==> config.mk <==
export PLATFORM = sky130hd
export DESIGN_NAME = mantissa_normalizer_flat
export DESIGN_NICKNAME = d
export VERILOG_FILES = /design/src/rtl/mantissa_normalizer_pkg.sv /design/src/rtl/mantissa_normalizer_if.sv /design/src/rtl/mantissa_normalizer_first_one_finder.sv /design/src/rtl/mantissa_normalizer.sv /design/src/flat_wrapper.sv
export SDC_FILE = /design/constraint.sdc
export NUM_CORES = 1
export LEC_CHECK = 0
export BUFFER_PORTS_ARGS = -buffer_cell sky130_fd_sc_hd__buf_2
export CAP_MARGIN = 40
export CORE_UTILIZATION = 45
export DETAILED_ROUTE_END_ITERATION = 12
export HOLD_SLACK_MARGIN = 0.15
export PLACE_DENSITY = 0.77
export SLEW_MARGIN = 20
export SYNTH_ARGS = -nofsm -noshare
export SYNTH_HDL_FRONTEND = slang
export SYNTH_SLANG_ARGS = --single-unit
export TNS_END_PERCENT = 50
==> constraint.sdc <==
create_clock -name clk -period 7.1 [get_ports clk]
set_input_delay 0.71 -clock clk [delete_from_list [all_inputs] [get_ports clk]]
set_output_delay 0.71 -clock clk [all_outputs]
set_load 0.05 [all_outputs]
==> src/rtl/mantissa_normalizer_pkg.sv <==
// rtl/mantissa_normalizer_pkg.sv - shared FPU constants, FSM state encoding and width helper
// Contents:
//   DEF_MANT_W / DEF_EXP_W : default mantissa and biased-exponent widths
//   state_t                : normalizer FSM encoding (IDLE must stay 0 so reset clears it)
//   max_int                : constant helper for sizing comparison datapaths
package mantissa_normalizer_pkg;

    localparam int DEF_MANT_W = 24;
    localparam int DEF_EXP_W  = 8;

    typedef enum logic [1:0] {
        IDLE   = 2'd0,
        DETECT = 2'd1,
        SHIFT  = 2'd2,
        DONE   = 2'd3
    } state_t;

    function automatic int max_int(input int a, input int b);
        return (a > b) ? a : b;
    endfunction

endpackage

==> src/rtl/mantissa_normalizer_if.sv <==
// rtl/mantissa_normalizer_if.sv - request/result bundle between a requester and the normalizer
// Signals:
//   start, mant_in, exp_in                       : request (driven by master)
//   busy, done, mant_out, exp_out, zero, underflow : status/result (driven by slave)
// Modports: master = requester side, slave = normalizer side.
interface mantissa_normalizer_if #(
    parameter int MANT_W = 24,
    parameter int EXP_W  = 8
);
    logic              start;
    logic [MANT_W-1:0] mant_in;
    logic [EXP_W-1:0]  exp_in;
    logic              busy;
    logic              done;
    logic [MANT_W-1:0] mant_out;
    logic [EXP_W-1:0]  exp_out;
    logic              zero;
    logic              underflow;

    modport master (
        output start, mant_in, exp_in,
        input  busy, done, mant_out, exp_out, zero, underflow
    );

    modport slave (
        input  start, mant_in, exp_in,
        output busy, done, mant_out, exp_out, zero, underflow
    );
endinterface

==> src/rtl/mantissa_normalizer_first_one_finder.sv <==
// rtl/mantissa_normalizer_first_one_finder.sv - one-hot marker of the highest set bit
// Ports:
//   in_i        : SIZE-bit input vector
//   max_power_o : one-hot with only the most significant set bit of in_i; all zero if in_i is zero
module first_one_finder #(
    parameter int SIZE = 24
) (
    input  logic [SIZE-1:0] in_i,
    output logic [SIZE-1:0] max_power_o
);
    // Scan upward; each set bit replaces the previous marker so the highest one survives.
    always_comb begin
        max_power_o = '0;
        for (int i = 0; i < SIZE; i++) begin
            if (in_i[i]) begin
                max_power_o    = '0;
                max_power_o[i] = 1'b1;
            end
        end
    end
endmodule

==> src/rtl/mantissa_normalizer.sv <==
// rtl/mantissa_normalizer.sv - multi-cycle mantissa normalizer with exponent-clamped left shift
// Ports:
//   clk : clock, rising edge
//   rst : asynchronous active-high reset
//   bus : mantissa_normalizer_if.slave (start/mant_in/exp_in in; busy/done/mant_out/exp_out/zero/underflow out)
// Flow: IDLE captures on start, DETECT finds the leading one, SHIFT registers the
// result, DONE pulses done for one cycle.
module mantissa_normalizer
    import mantissa_normalizer_pkg::*;
#(
    parameter int MANT_W = DEF_MANT_W,
    parameter int EXP_W  = DEF_EXP_W
) (
    input logic                  clk,
    input logic                  rst,
    mantissa_normalizer_if.slave bus
);
    localparam int IDX_W = (MANT_W > 1) ? $clog2(MANT_W) : 1;
    // Common width so the shift amount and the exponent compare without truncation.
    localparam int CMP_W = max_int(IDX_W, EXP_W);

    state_t            state_q, state_d;
    logic [MANT_W-1:0] mant_q, mant_d;
    logic [EXP_W-1:0]  exp_q, exp_d;
    logic [IDX_W-1:0]  shift_q, shift_d;
    logic              in_zero_q, in_zero_d;
    logic [MANT_W-1:0] mant_out_q, mant_out_d;
    logic [EXP_W-1:0]  exp_out_q, exp_out_d;
    logic              zero_q, zero_d;
    logic              underflow_q, underflow_d;
    logic              done_q, done_d;

    logic [MANT_W-1:0] max_power;
    logic [IDX_W-1:0]  lead_idx;
    logic [CMP_W-1:0]  shift_ext, exp_ext, eff_shift;
    logic              clamp;

    first_one_finder #(.SIZE(MANT_W)) u_first_one_finder (
        .in_i        (mant_q),
        .max_power_o (max_power)
    );

    // One-hot to binary index of the leading one.
    always_comb begin
        lead_idx = '0;
        for (int i = 0; i < MANT_W; i++) begin
            if (max_power[i]) begin
                lead_idx = lead_idx | IDX_W'(i);
            end
        end
    end

    // Clamp the shift so the exponent never goes below zero.
    always_comb begin
        shift_ext = CMP_W'(shift_q);
        exp_ext   = CMP_W'(exp_q);
        clamp     = (shift_ext > exp_ext);
        eff_shift = clamp ? exp_ext : shift_ext;
    end

    always_comb begin
        state_d     = state_q;
        mant_d      = mant_q;
        exp_d       = exp_q;
        shift_d     = shift_q;
        in_zero_d   = in_zero_q;
        mant_out_d  = mant_out_q;
        exp_out_d   = exp_out_q;
        zero_d      = zero_q;
        underflow_d = underflow_q;
        done_d      = 1'b0;
        case (state_q)
            IDLE: begin
                if (bus.start) begin
                    mant_d  = bus.mant_in;
                    exp_d   = bus.exp_in;
                    state_d = DETECT;
                end
            end
            DETECT: begin
                shift_d   = IDX_W'(MANT_W - 1) - lead_idx;
                in_zero_d = (mant_q == '0);
                state_d   = SHIFT;
            end
            SHIFT: begin
                if (in_zero_q) begin
                    mant_out_d  = '0;
                    exp_out_d   = '0;
                    zero_d      = 1'b1;
                    underflow_d = 1'b0;
                end else begin
                    mant_out_d  = mant_q << eff_shift;
                    exp_out_d   = exp_q - EXP_W'(eff_shift);
                    zero_d      = 1'b0;
                    underflow_d = clamp;
                end
                done_d  = 1'b1;
                state_d = DONE;
            end
            DONE: begin
                state_d = IDLE;
            end
            default: begin
                state_d = IDLE;
            end
        endcase
    end

    always_ff @(posedge clk or posedge rst) begin
        if (rst) begin
            state_q     <= IDLE;
            mant_q      <= '0;
            exp_q       <= '0;
            shift_q     <= '0;
            in_zero_q   <= 1'b0;
            mant_out_q  <= '0;
            exp_out_q   <= '0;
            zero_q      <= 1'b0;
            underflow_q <= 1'b0;
            done_q      <= 1'b0;
        end else begin
            state_q     <= state_d;
            mant_q      <= mant_d;
            exp_q       <= exp_d;
            shift_q     <= shift_d;
            in_zero_q   <= in_zero_d;
            mant_out_q  <= mant_out_d;
            exp_out_q   <= exp_out_d;
            zero_q      <= zero_d;
            underflow_q <= underflow_d;
            done_q      <= done_d;
        end
    end

    assign bus.busy      = (state_q != IDLE);
    assign bus.done      = done_q;
    assign bus.mant_out  = mant_out_q;
    assign bus.exp_out   = exp_out_q;
    assign bus.zero      = zero_q;
    assign bus.underflow = underflow_q;
endmodule
==> src/flat_wrapper.sv <==
// flat-port wrapper written by rule: the top's interface ports become plain ports
module mantissa_normalizer_flat import mantissa_normalizer_pkg::*;
#(
    parameter int MANT_W = DEF_MANT_W,
    parameter int EXP_W  = DEF_EXP_W
)
  (clk, rst, bus_start, bus_mant_in, bus_exp_in, bus_busy, bus_done, bus_mant_out, bus_exp_out, bus_zero, bus_underflow);
  mantissa_normalizer_if #(.MANT_W(MANT_W), .EXP_W(EXP_W)) bus_i ();
  input logic clk;
  input logic rst;
  input wire logic [$bits(bus_i.start)-1:0] bus_start;
  input wire logic [$bits(bus_i.mant_in)-1:0] bus_mant_in;
  input wire logic [$bits(bus_i.exp_in)-1:0] bus_exp_in;
  output wire logic [$bits(bus_i.busy)-1:0] bus_busy;
  output wire logic [$bits(bus_i.done)-1:0] bus_done;
  output wire logic [$bits(bus_i.mant_out)-1:0] bus_mant_out;
  output wire logic [$bits(bus_i.exp_out)-1:0] bus_exp_out;
  output wire logic [$bits(bus_i.zero)-1:0] bus_zero;
  output wire logic [$bits(bus_i.underflow)-1:0] bus_underflow;
  assign bus_i.start = bus_start;
  assign bus_i.mant_in = bus_mant_in;
  assign bus_i.exp_in = bus_exp_in;
  assign bus_busy = bus_i.busy;
  assign bus_done = bus_i.done;
  assign bus_mant_out = bus_i.mant_out;
  assign bus_exp_out = bus_i.exp_out;
  assign bus_zero = bus_i.zero;
  assign bus_underflow = bus_i.underflow;
  mantissa_normalizer #(.MANT_W(MANT_W), .EXP_W(EXP_W)) u_core (.clk(clk), .rst(rst), .bus(bus_i));
endmodule
Word level (Yosys, flattened, before mapping)
Cells that the tools add are included.
- flip-flop bits (word level): 75
- input bits: 35
- output and inout port bits: 36
- logic and storage cells: 77
- add/subtract/negate cells: 2
- order comparisons: 1
- eq/ne operators: 4
- shift operators: 1
- mux-type cells: 55
- reductions and logical operators: 4
- operators with widths (operator ; count):
    $mux 24 ; 24
    $mux 5 ; 8
    $mux 4 ; 8
    $logic_not 24->1 ; 1
    $shl 24x8->24 ; 1
    $mux 8 ; 2
    $mux 3 ; 4
    $gt 5x8->1 ; 1
    $pmux 2 s4 ; 1
    $sub 8x8->8 ; 1
    $mux 2 ; 3
    $mux 1 ; 5
    $sub 5x5->5 const A ; 1
    $eq 2x2->1 const B ; 2
    $eq 2x1->1 const B ; 1
    $logic_not 2->1 ; 1
    $ne 2x2->1 const B ; 1
    $reduce_and 2->1 ; 1
    $reduce_bool 2->1 ; 1

Longest topological paths before layout
- word-level depth: 48
- depth in mapped cells: 18
- mapped depth without buffers: 16

Hierarchy
A second synthesis with hierarchy kept.
- cells, all modules: 493
- area, all modules: 5087.4 um^2
- modules (own cells, without submodules) (module ; times used ; cells an instance ; area an instance (um^2) ; sequential area each (um^2)):
    mantissa_normalizer ; 1 ; 442 ; 4734.5 ; 1876.8
    first_one_finder ; 1 ; 51 ; 352.8 ; 0.0

Least setup slack after synthesis
Ideal clock, no wire load.
- kind: reg2reg
- start: register u_core.exp_q[3], in the netlist u_core.exp_ext[3]
- end: register u_core.exp_out_q[7], in the netlist u_core.bus.exp_out[7]
- library setup time: 0.132 ns
- arrival: 3.258 ns
- required time: 6.968 ns
- path slack: 3.711 ns
- cell stages (with the launch flop): 18
- path buffers: 2
- period minus slack after synthesis: 3.389 ns
- cell sequence: dfrtp_1 -> inv_1 -> ha_1 -> a21o_1 -> a21oi_1 -> a21o_1 -> buf_6 -> mux2i_1 -> inv_2 -> buf_2 -> ha_1 -> a21o_1 -> a21o_1 -> a21o_1 -> a21o_1 -> nor3_1 -> xnor2_1 -> o2bb2ai_1
- cells in the longest elaborated chain, start to end: 4
- ends and longest elaborated chain (item ; RTL line ; RTL):
    start, declared ; mantissa_normalizer.sv:24 ; logic [EXP_W-1:0] exp_q, exp_d;
    start signal, assigned ; mantissa_normalizer.sv:124 ; exp_q <= exp_d;
    $gt 5x8->1 ; mantissa_normalizer.sv:57 ; clamp = (shift_ext > exp_ext);
    $mux 8 ; mantissa_normalizer.sv:58 ; eff_shift = clamp ? exp_ext : shift_ext;
    $sub 8x8->8 * ; mantissa_normalizer.sv:93 ; exp_out_d = exp_q - EXP_W'(eff_shift);
    $mux 8 * ; mantissa_normalizer.sv:86 ; if (in_zero_q) begin
    end signal, assigned ; mantissa_normalizer.sv:128 ; exp_out_q <= exp_out_d;
    end, declared ; mantissa_normalizer.sv:28 ; logic [EXP_W-1:0] exp_out_q, exp_out_d;
Every way passes the cells marked *; elsewhere a longest branch is shown, timed or not.
A chain may end at the register's enable or synchronous reset.

Worst setup path after layout
- start: register u_core.exp_q[1], in the netlist u_core.exp_ext[1]
- end: register u_core.exp_out_q[7], in the netlist u_core.bus.exp_out[7]
The elaborated chain is that of the path after synthesis.

==> results.json <==
{
  "status": "complete, no violations",
  "cts_root_buffer": "clkbuf_8",
  "die_y_um": 103,
  "drcViolationCount": 0,
  "fin_area_sq_um": 5300,
  "drive_above_1_share_pct": 25.4,
  "wl_per_cell_um": 18.2,
  "clkLatencyLatePin_ps": 360,
  "cts_resized": 0,
  "ys.flop_type": "dfrtp_1",
  "cts_tree": "done",
  "rsz0062_at_grt": "false",
  "row_count": 36,
  "synth_edf_count": 0,
  "numCtsBuffers": 9,
  "cts_hold_buf": 0,
  "worstPathArrival_ps": 4470,
  "crit_top_cell": "a21o_1",
  "drt_iter0_drc": 274,
  "fin_crit_sh_pct": 59.8,
  "hpwl_mm": 9.35,
  "place.gp.congestion": 0.987,
  "initial_utilization_pct": 46.7,
  "antenna_found_initial": 0,
  "core_sq_um": 9860,
  "routed_wirelength_mm": 12.1,
  "syn_nets": 515,
  "area_growth_pct": 14.9,
  "io_buffers": 70,
  "tns_ps": 0,
  "skew_ps": 7.17,
  "crit_required_ps": 7330,
  "grt_pass1_vias": 3706,
  "overflow": 0,
  "drtAntennaViolNets": 0,
  "num_antenna_cells": 0,
  "cts_max_level": 3,
  "grt_pass1_wl_mm": 19.3,
  "final_cell_mix": "dfrtp_1, buf_2, nand2_1",
  "crit_chain": "inv_1, ha_1, nor2b_1, o21bai_1, a21o_1, mux2_1, clkinv_1, ha_1, a21o_1, a21o_1, a21o_1, nor3_1, xnor2_1, o2bb2ai_1",
  "cpMaxStageDelayCell": "clkinv_1",
  "synth.distinct_cells": 55,
  "finalNetCount": 581,
  "slew_headroom_pct": 49.4,
  "setup_violations": 0,
  "firstDrtPassIters": 5,
  "hold_class": "primary input to asynchronous set/reset pin",
  "pin_count": 71,
  "die_w_um": 103,
  "synthArstFlopShare_pct": 100,
  "place_area_sq_um": 5080,
  "cts_setup_buffers": 0,
  "fmax_mhz": 235,
  "startpoint_type": "flop",
  "worstSetupEndpointType": "flop",
  "ys_ff_latch": 75,
  "yosys_warnings": 0,
  "tightest_slew_ps": 758,
  "via_count": 3938,
  "netlist_instances": 465,
  "grt_max_degree": 41,
  "cap_violations": 0,
  "via_per_inst": 5.89,
  "finalCriticalPeriod_ps": 4250,
  "finalHoldViolations": 0,
  "synth_area_sq_um": 4610,
  "avgSynthCellArea_sq_um": 9.92,
  "cts_max_path_buffers": 2,
  "clk_pin_slew_ps": 80,
  "dieArea_sq_um": 10700,
  "hold_ws_ps": 434,
  "slowest_delay_ps": 550,
  "layout_commonest_cell": "dfrtp_1",
  "maxSlewViolCount": 0,
  "criticalPathCategory": "flop to flop",
  "grt.total_usage_pct": 24.5,
  "clock_sinks": 75,
  "ys_seq_area_share_pct": 40.7,
  "cp_max_fo": 17
}
## cell families (layout without fill, tap and decap cells)
logic type	Yosys count	in the layout	synth area share, %
AO/OA/AOI/OAI	106	106	17.2
XOR/XNOR	6	6	1.14
adder cells (fa/ha/maj)	15	15	4.23
buffers and inverters	46	117	4.56
flip-flops	75	75	40.7
multiplexers	85	85	19.5
AND/OR/NAND/NOR	132	132	12.7
## metal layers
| layer | vias up | wire (um) | GRT usage [%] |
|---|---|---|---|
| li1 | 1852 | - | - |
| met1 | 1925 | 5290 | 32.8 |
| met2 | 139 | 5740 | 38.3 |
| met3 | 22 | 812 | 5.58 |
| met4 | 0 | 309 | 10.1 |
| met5 | - | 0 | 0 |
## registers in the layout, indices dropped and copies added (netlist names)
signal,count
u_core.bus.done,1
u_core.bus.exp_out,8
u_core.bus.mant_out,24
u_core.bus.underflow,1
u_core.bus.zero,1
u_core.exp_ext,8
u_core.in_zero_q,1
u_core.mant_q,24
u_core.shift_q,5
u_core.state_q,2
## area by class of cell
class | instances | area (sq um)
Clock buffer | 9 | 124
Inverter | 25 | 93.8
Multi-Input combinational cell | 344 | 2530
Sequential cell | 75 | 1880
Tap cell | 133 | 166
Fill cell | 910 | 4570
Timing Repair Buffer | 76 | 415
Clock inverter | 7 | 92.6
## synthesized netlist by cell type (4+ instances only)
library cell   n  share of area, %
o221ai_1       6               1.1
a21oi_1       13               1.4
o22ai_1        9               1.2
buf_4          5              0.81
a22oi_1        9               1.5
dfrtp_1       75                41
nor2_1        36               2.9
mux2_2        37               9.0
nor2b_1        7              0.95
o21ai_0        8              0.87
ha_1          14               3.8
nor3_1        14               1.5
o2bb2ai_1     16               3.0
o32ai_1        6               1.1
a21o_1         9               1.5
a31oi_1        5              0.68
xnor2_1        4              0.76
mux2i_1       47                10
a211oi_1       4              0.65
nand2_1       49               4.0
inv_1         22               1.8
nand3_1       10               1.1
clkbuf_1       8              0.65
## per-stage QoR
step / worst slack (ps) / std cells / util, %
finish: 2850 / 669 / 53.7
global route: 2490 / 669 / 53.7
CTS: 2840 / 669 / 53.7
detailed placement: 2870 / 653 / 51.5
global placement: 3020 / 651 / 51.1
floorplan: 3710 / 465 / -
## worst paths after layout
path / from / to / slack, ps / cells past startpoint
max: u_core.exp_ext[1]$_DFFE_PP0P_ / u_core.bus.exp_out[7]$_DFFE_PP0P_ / 2850 / 14
min: rst / u_core.bus.exp_out[1]$_DFFE_PP0P_ / 430 / 3
max reg2reg: u_core.exp_ext[1]$_DFFE_PP0P_ / u_core.bus.exp_out[7]$_DFFE_PP0P_ / 2850 / 14
min reg2reg: u_core.bus.exp_out[0]$_DFFE_PP0P_ / u_core.bus.exp_out[0]$_DFFE_PP0P_ / 490 / 1
max in group asynchronous: rst / u_core.mant_q[9]$_DFFE_PP0P_ / 6090 / 4
min in group clk: u_core.bus.exp_out[0]$_DFFE_PP0P_ / u_core.bus.exp_out[0]$_DFFE_PP0P_ / 490 / 1
## critical path: cells and delay by family (launching register included)
kind / cells / cell delay, ps
multiplexers: 1 / 490
AND/OR/NAND/NOR: 2 / 310
adder cells (fa/ha/maj): 2 / 820
XOR/XNOR: 1 / 150
AO/OA/AOI/OAI: 6 / 1280
buffers and inverters: 2 / 650
flip-flops: 1 / 420
Power is not shown: default switching activity piles up to over one toggle a cycle in this logic, so the estimate is an artifact.
